## src/rtl/weight_store_pkg.sv

```systemverilog
// Shared types and widths for the per-layer weight store.
package weight_store_pkg;

  localparam int DEF_NEURON_NUM        = 5;
  localparam int DEF_WEIGHT_CELL_WIDTH = 16;
  localparam int DEF_MAT_W             = DEF_NEURON_NUM * DEF_NEURON_NUM * DEF_WEIGHT_CELL_WIDTH;

  typedef enum logic [1:0] {
    ST_IDLE    = 2'd0,
    ST_SERVE   = 2'd1,
    ST_WAIT_WB = 2'd2
  } state_t;

  function automatic int mat_width(input int neuron_num, input int cell_width);
    return neuron_num * neuron_num * cell_width;
  endfunction

endpackage

```

## src/rtl/weight_store_bank.sv

```systemverilog
// Register array of weight matrices: one write port, one combinational read (w) and one registered read (rd_w).
// Out-of-range addresses read as zero and never write; o_wr_oor flags a rejected write.
module weight_bank
  import weight_store_pkg::*;
#(
  parameter int LAYER_NUM        = 3,
  parameter int LAYER_ADDR_WIDTH = 2,
  parameter int MAT_W            = DEF_MAT_W
) (
  input  logic                        clk,
  input  logic                        rst,
  input  logic                        i_wr_en,
  input  logic [LAYER_ADDR_WIDTH-1:0] i_wr_layer,
  input  logic [MAT_W-1:0]            i_wr_data,
  input  logic [LAYER_ADDR_WIDTH-1:0] i_w_layer,
  output logic [MAT_W-1:0]            o_w,
  input  logic [LAYER_ADDR_WIDTH-1:0] i_rd_layer,
  output logic [MAT_W-1:0]            o_rd_w,
  output logic                        o_wr_oor
);

  logic [MAT_W-1:0] r_bank [LAYER_NUM];
  logic [MAT_W-1:0] r_rd_w;
  logic [MAT_W-1:0] w_rd_sel;
  logic [MAT_W-1:0] w_w_sel;

  // Select by equality so an index past LAYER_NUM falls through to zero.
  always_comb begin
    w_rd_sel = '0;
    w_w_sel  = '0;
    for (int l = 0; l < LAYER_NUM; l++) begin
      if (int'(i_rd_layer) == l) w_rd_sel = r_bank[l];
      if (int'(i_w_layer) == l)  w_w_sel  = r_bank[l];
    end
  end

  assign o_w      = w_w_sel;
  assign o_rd_w   = r_rd_w;
  assign o_wr_oor = i_wr_en && (int'(i_wr_layer) >= LAYER_NUM);

  always_ff @(posedge clk or posedge rst) begin
    if (rst) begin
      for (int l = 0; l < LAYER_NUM; l++) r_bank[l] <= '0;
      r_rd_w <= '0;
    end else begin
      for (int l = 0; l < LAYER_NUM; l++) begin
        if (i_wr_en && int'(i_wr_layer) == l) r_bank[l] <= i_wr_data;
      end
      r_rd_w <= w_rd_sel;
    end
  end

endmodule

```

## src/rtl/weight_store.sv

```systemverilog
// Per-layer weight store: serves a locked layer on w, commits the updated matrix from result,
// and offers a load port plus a 1-cycle registered forward read port.
module weight_store
  import weight_store_pkg::*;
#(
  parameter int LAYER_NUM         = 3,
  parameter int LAYER_ADDR_WIDTH  = 2,
  parameter int NEURON_NUM        = 5,
  parameter int WEIGHT_CELL_WIDTH = 16,
  parameter int COUNT_WIDTH       = 16
) (
  input  logic                                               clk,
  input  logic                                               rst,
  input  logic [LAYER_ADDR_WIDTH-1:0]                        req_layer,
  input  logic                                               req_valid,
  output logic                                               req_ready,
  output logic [NEURON_NUM*NEURON_NUM*WEIGHT_CELL_WIDTH-1:0] w,
  output logic                                               w_valid,
  input  logic                                               w_ready,
  input  logic [NEURON_NUM*NEURON_NUM*WEIGHT_CELL_WIDTH-1:0] result,
  input  logic                                               result_valid,
  output logic                                               result_ready,
  input  logic [LAYER_ADDR_WIDTH-1:0]                        load_layer,
  input  logic [NEURON_NUM*NEURON_NUM*WEIGHT_CELL_WIDTH-1:0] load_data,
  input  logic                                               load_valid,
  output logic                                               load_ready,
  input  logic [LAYER_ADDR_WIDTH-1:0]                        rd_layer,
  output logic [NEURON_NUM*NEURON_NUM*WEIGHT_CELL_WIDTH-1:0] rd_w,
  output logic [COUNT_WIDTH-1:0]                             update_count,
  output logic                                               error
);

  localparam int MAT_W = mat_width(NEURON_NUM, WEIGHT_CELL_WIDTH);

  state_t                      r_state;
  state_t                      w_nxt_state;
  logic [LAYER_ADDR_WIDTH-1:0] r_locked;
  logic [COUNT_WIDTH-1:0]      r_count;

  logic w_req_rdy, w_load_rdy, w_w_vld, w_res_rdy;
  logic w_req_hs, w_load_hs, w_w_hs, w_res_hs;
  logic w_req_in_range;
  logic w_wr_en;
  logic w_wr_oor;
  logic [LAYER_ADDR_WIDTH-1:0] w_wr_layer;
  logic [MAT_W-1:0]            w_wr_data;

  always_comb begin
    w_nxt_state = r_state;
    w_req_rdy   = 1'b0;
    w_load_rdy  = 1'b0;
    w_w_vld     = 1'b0;
    w_res_rdy   = 1'b0;
    case (r_state)
      ST_IDLE: begin
        w_load_rdy = 1'b1;
        // A same-cycle load wins; the request stays pending for the next cycle.
        w_req_rdy  = !load_valid;
        if (req_valid && !load_valid && w_req_in_range) w_nxt_state = ST_SERVE;
      end
      ST_SERVE: begin
        w_w_vld = 1'b1;
        if (w_ready) w_nxt_state = ST_WAIT_WB;
      end
      ST_WAIT_WB: begin
        w_res_rdy = 1'b1;
        if (result_valid) w_nxt_state = ST_IDLE;
      end
      default: w_nxt_state = ST_IDLE;
    endcase
  end

  assign w_req_in_range = int'(req_layer) < LAYER_NUM;

  assign req_ready    = !rst && w_req_rdy;
  assign load_ready   = !rst && w_load_rdy;
  assign w_valid      = !rst && w_w_vld;
  assign result_ready = !rst && w_res_rdy;

  assign w_req_hs  = req_valid && req_ready;
  assign w_load_hs = load_valid && load_ready;
  assign w_w_hs    = w_valid && w_ready;
  assign w_res_hs  = result_valid && result_ready;

  // Load and commit are mutually exclusive by state, so one write port suffices.
  assign w_wr_en    = w_load_hs || w_res_hs;
  assign w_wr_layer = w_res_hs ? r_locked : load_layer;
  assign w_wr_data  = w_res_hs ? result : load_data;

  assign error = !rst && (w_wr_oor
                          || (w_req_hs && !w_req_in_range)
                          || (result_valid && r_state != ST_WAIT_WB));

  assign update_count = r_count;

  always_ff @(posedge clk or posedge rst) begin
    if (rst) begin
      r_state  <= ST_IDLE;
      r_locked <= '0;
      r_count  <= '0;
    end else begin
      r_state <= w_nxt_state;
      if (w_req_hs && w_req_in_range) r_locked <= req_layer;
      if (w_res_hs)                   r_count  <= r_count + 1'b1;
    end
  end

  weight_bank #(
    .LAYER_NUM        (LAYER_NUM),
    .LAYER_ADDR_WIDTH (LAYER_ADDR_WIDTH),
    .MAT_W            (MAT_W)
  ) u_bank (
    .clk        (clk),
    .rst        (rst),
    .i_wr_en    (w_wr_en),
    .i_wr_layer (w_wr_layer),
    .i_wr_data  (w_wr_data),
    .i_w_layer  (r_locked),
    .o_w        (w),
    .i_rd_layer (rd_layer),
    .o_rd_w     (rd_w),
    .o_wr_oor   (w_wr_oor)
  );

  logic w_unused;
  assign w_unused = w_w_hs;

endmodule

```

## config.mk

```make
export PLATFORM = sky130hd
export DESIGN_NAME = weight_store
export DESIGN_NICKNAME = d
export VERILOG_FILES = /design/src/rtl/weight_store_pkg.sv /design/src/rtl/weight_store_bank.sv /design/src/rtl/weight_store.sv
export SDC_FILE = /design/constraint.sdc
export NUM_CORES = 2
export LEC_CHECK = 0
export CORE_AREA = 2 2 632 634
export DETAILED_ROUTE_END_ITERATION = 10
export DIE_AREA = 0 0 634 636
export HOLD_SLACK_MARGIN = 0.12
export PLACE_DENSITY = 0.46
export SYNTH_ARGS = -nofsm -noshare
export SYNTH_HDL_FRONTEND = slang
export SYNTH_SLANG_ARGS = --single-unit
export TNS_END_PERCENT = 50
```

## constraint.sdc

```tcl
create_clock -name clk -period 205.9 [get_ports clk]
set_input_delay 61.77 -clock clk [delete_from_list [all_inputs] [get_ports clk]]
set_output_delay 61.77 -clock clk [all_outputs]
set_load 0.1 [all_outputs]
```

### After elaboration in Yosys (flattened, before gate mapping)

Cells that the tools add are included.

* multiplexer cells: 16
* reductions and logical operators: 28
* eq/ne operators: 12
* add/sub/neg operators: 1
* order comparisons: 2

Operator list (number)
* 400-bit 2-to-1 mux: 7
* 1-bit logical AND: 17
* 16-bit by 1-bit adder with 16-bit output (second input constant): 1
* 2-bit == test (second input constant): 7
* 2-bit logical NOT: 4
* 2-bit 2-to-1 mux: 4
* 2-bit inequality test (second input constant): 4
* 2-bit one-hot mux with 3 select lines: 1
* 1-bit 2-to-1 mux: 4
* 1-bit logical NOT: 3
* 1-bit logical OR: 3
* 3-bit AND reduction: 1
* 2-bit by 1-bit == test with 1-bit output (second input constant): 1
* 2-bit >= comparator (second input constant): 1
* 2-bit less-than comparator (second input constant): 1

* logic and storage cells: 66
* input port bits: 812
* output and inout bits: 821
* flip-flop bits (word level): 1620

### Logic depth before layout (Yosys ltp)

* depth after elaboration: 10
* gate-level depth with buffers: 8
* gate-level depth less buffers: 4

### Hierarchy

A second synthesis with hierarchy kept.

* cells, all modules: 5348
* area, all modules: 76618.5 um^2

By module, submodules not included
* weight_bank: area an instance 70610.2 um^2, cells an instance 4809, instances 1
* weight_store: area an instance 6008.3 um^2, cells an instance 539, instances 1

### Least setup slack after synthesis

OpenSTA, ideal clock, no wires.

* path kind: input port to output port
* from: input rst
* to: output error
* setup slack: 78.144 ns
* arrival: 65.986 ns
* stages on the path: 4
* path through: nor3_1 > nand3b_1 > a2bb2oi_1 > o22ai_1

* word-level cells in the longest chain between the ends: 9
* elaborated cells on any way between the ends: 15
* those cells by class: order compare (1); mux (1); reduce/logical (13)

RTL lines
* start: declaration: line weight_store.sv:13 `input logic rst,`
* 1-bit logical NOT (no source line) (*)
* 1-bit logical AND: line weight_store.sv:78 `assign result_ready = !rst && w_res_rdy;`
* 1-bit logical AND: line weight_store.sv:83 `assign w_res_hs = result_valid && result_ready;`
* 2-bit 2-to-1 mux: line weight_store.sv:87 `assign w_wr_layer = w_res_hs ? r_locked : load_layer;`
* 2-bit >= comparator: line weight_store_bank.sv:39 `assign o_wr_oor = i_wr_en && (int'(i_wr_layer) >= LAYER_NUM);`
* 1-bit logical AND: line weight_store_bank.sv:39
* 1-bit logical OR: line weight_store.sv:91 `|| (w_req_hs && !w_req_in_range)`
* 1-bit logical OR: line weight_store.sv:92 `|| (result_valid && r_state != ST_WAIT_WB));`
* 1-bit logical AND (*): line weight_store.sv:90 `assign error = !rst && (w_wr_oor`
* end: declaration: line weight_store.sv:30 `output logic error`

Mark *: on every way between the ends. The rest lies on a longest branch, timed or not.

### Worst setup path after layout

* from: input result_valid
* to: output error

* word-level cells in the longest chain between the ends: 7
* elaborated cells on any way between the ends: 9
* those cells by class: order compare (1); mux (1); reduce/logical (7)

RTL lines
* start: declaration: line weight_store.sv:21 `input logic result_valid,`
* 1-bit logical AND: line weight_store.sv:83
* 2-bit 2-to-1 mux: line weight_store.sv:87
* 2-bit >= comparator: line weight_store_bank.sv:39
* 1-bit logical AND: line weight_store_bank.sv:39
* 1-bit logical OR: line weight_store.sv:91
* 1-bit logical OR (*): line weight_store.sv:92
* 1-bit logical AND (*): line weight_store.sv:90

Marks and branches as above.

==> metrics.txt <==
Initial Util=19.54%; crit start category=input port; Worst-path clk slew=about 60 ps; met3 usage=3.683%; Power Density=between 15 and 20 mW/mm^2; area of the multi-input gates=about 0.034 sq mm; cell taking the most area after synthesis=dfrtp_1; ys async rst share=100.0%; worst r2r src=r_state[0]; clk_skew=93.25 ps; Fmax=between 0.007 and 0.008 GHz; final net count=between 8000 and 9000; Final Wtd Congestion=between 0.8 and 0.9; hold path endpoint=u_bank.o_rd_w[317]; # H-tree levels=4; Worst Hold Class=register to register; Storage cell area=0.04055 sq mm; Fill cells=approximately 41000; Synth Instances=~6200; Switching Power=approximately 0.0010 W; register area share after synthesis=a little over half; GR Overflow Total=0; postcts setup bufs=0; crit path from=result_valid; WS Path Type=input port to output port; final setup fails=0; worst-path cell chain=clkdlybuf4s50_1 -> nor4bb_4 -> buf_4 -> nor2_1 -> a31oi_1 -> o22ai_1 -> clkdlybuf4s50_1; WHS Path Cells=2; DR vias/cell=4.306; drt drc=0; Die Ht=between 600 and 700 microns; Net Count, Synth=7002; Slew Limit Headroom=approximately 13%; I/O pin total=around 1600; worst-case vdd ir drop=~0.016 mV; synth warn=0; TritonCTS clock tree=yes; Static Leak=43.49 nW; Area contributors post-synth=dfrtp_1 (52%), mux2_1 (17%), mux2i_1 (10%); Critical Path RT=144130 ps; sequential share of power=between 20% and 30%; post-synthesis cell area=0.07761 sq mm; Post-Place Cell Area=slightly below 0.1 sq mm; worst reg2reg setup slack=200150 ps; initial antenna violation count=64; CP max FO=34; Cell Rows=232; drt wl/cell=26.73 microns; Critical Path End Type=output port; vias in the first global route=about 60000; first drt pass iteration count=5; Vias=between 50000 and 60000; synthesized area per cell=roughly 13 sq um; Die X=about 630 microns; CP delay by family, top=buffers and inverters; post-synthesis register bit count=1620; count leader, synth=dfrtp_1; Synth top area share=between 50% and 60%; grt met1 use=20.94%; post-CTS sizing=0; combinational cell fraction of total power=between 50 and 60%; hold path start=u_bank.r_bank[317]; DP Wirelength=256200 microns; violation count after the first detailed-route iteration=3352; RSZ-0062 raised after global routing=no; antenna-violating nets left=0; worst r2r dst=u_bank.r_bank[639]; synth cell count leaders=dfrtp_1 (1620), mux2_1 (1200), nand2_1 (809); worst-margin pin slew=1302 ps; post-route cell area=0.1050 sq mm; Setup Total Neg Slack=0 ps; CTS max path bufs=4; peak per-stage delay on the critical path=1000 ps; Skew-Pair Late Insertion Delay=880 ps; Tmin final=126580 ps; Most Crowded Layer GR=met2; Crit-path slowest cell=clkdlybuf4s50_1; Buffers on Ports=roughly 1600; Slew Limit Fails=0; status=completed; Clock Power Share=between 10% and 20%; Worst EP arrival=between 60000 and 70000 ps; met2 Resource Use GR=28.65%; Int Pwr=0.0009049 W; max-capacitance violation count=0; Yosys cell types=39; number of synthesized flops with an enable pin=0; Num CTS Buffers=roughly 200; Hold Vio Cnt, Final=0; sw frac=a little over half; global-route wire length before repair=approximately 480000 microns; GRT Util Overall=16.65%; Final period util=between 60% and 70%; Area growth syn-to-layout=35.29%; Final Power=approximately 0.0019 W; final WL=349300 microns; full die area=around 0.40 sq mm; Core Area=~0.4 sq mm; largest net degree at the start of global routing=around 190; WP buf/inv=3; Layout Utilization=about a quarter; CTS Sinks=1620; Post-CTS Hold Fix Bufs=0; hold_ws=a little under 500 ps; Main synth FF type=dfrtp_1; crit-path most repeated cell=clkdlybuf4s50_1; Root Driver=clkbuf_16; cell depth of the worst flop-to-flop path=9; share of cells above drive strength 1=between 10% and 20%
-- layer usage --
metal,wire length [microns],part of all wire [%]
met1,147800,42
met2,171600,49
met3,20990,6.0
met4,8721,2.5
met5,151,0.043
-- placed cells by master (no fill, tap or decap), types with 3 or more instances in the layout --
cell and count:
a21oi_4 3, buf_12 14, buf_2 5, buf_4 190, bufinv_16 14, clkbuf_1 45
clkbuf_16 198, clkbuf_8 50, clkdlybuf4s50_1 1533, clkinv_16 4, clkinv_2 22, clkinvlp_4 3
dfrtp_1 1618, diode_2 19, inv_1 3, inv_6 4, mux2_1 1200, mux2_2 401
mux2i_1 801, nand2_1 809, nand3_1 4, nand3b_1 3, nand4_1 6, nor2_1 7
o21ai_0 182, o21ai_1 220, o22ai_1 399, xnor2_1 13
-- how the worst max path moves through the flow --
stage	end	slack [ps]	depth (start not counted)
finish	error	79320	7
floorplan	error	78140	4
global placement	error	79210	7
CTS	error	79290	7
detailed placement	error	79300	7
global route	error	79210	7
-- stage by stage --
stage	setup slack [ps]	instances
after detailed placement	79300	12710
after global routing	79210	13060
after floorplan	78140	6189
after CTS	79290	13050
after global placement	79210	12710
final	79320	13070
-- power by group through the flow --
| stage | sequential, W | combinational, W | clock (W) |
|---|---|---|---|
| finish | 0.000522 | 0.00106 | 0.000358 |
| global route | 0.000537 | 0.00110 | 0.000383 |
| floorplan | 0.000676 | 0.000581 | 0 |
| CTS | 0.000520 | 0.00107 | 0.000371 |
| detailed placement | 0.000525 | 0.00107 | 0 |
| global placement | 0.000516 | 0.00107 | 0 |
-- final cells by class --
type / count / share of cell area (%)
Tap cell: 5265 / 6.274
Sequential cell: 1620 / 38.62
Multi-Input combinational cell: 4073 / 32.47
Antenna cell: 19 / 0.04529
Timing Repair Buffer: 1744 / 16.29
Inverter: 4 / 0.02145
Clock inverter: 51 / 0.7436
Clock buffer: 293 / 5.536
-- sequential cells by signal, summed over array words and instances (netlist names) --
signal         cells
u_bank.o_rd_w    400
update_count      16
r_locked           2
r_state            2
u_bank.r_bank   1200
-- tightest hold or removal path: stages, from the launching register on --
cell and delay [ps]:
dfrtp_1 360, nand2_1 60, o21ai_1 70
-- logic make-up after synthesis --
family          after synthesis  share of synthesized area (%)
compound gates              810                          5.918
mux                        2402                          33.56
buf+inv                     496                          3.895
xor+xnor                     15                         0.1693
flops                      1620                          52.24
simple gates                845                          4.203
fa+ha+maj                     1                        0.01612
(Power assumes the default switching activity.)
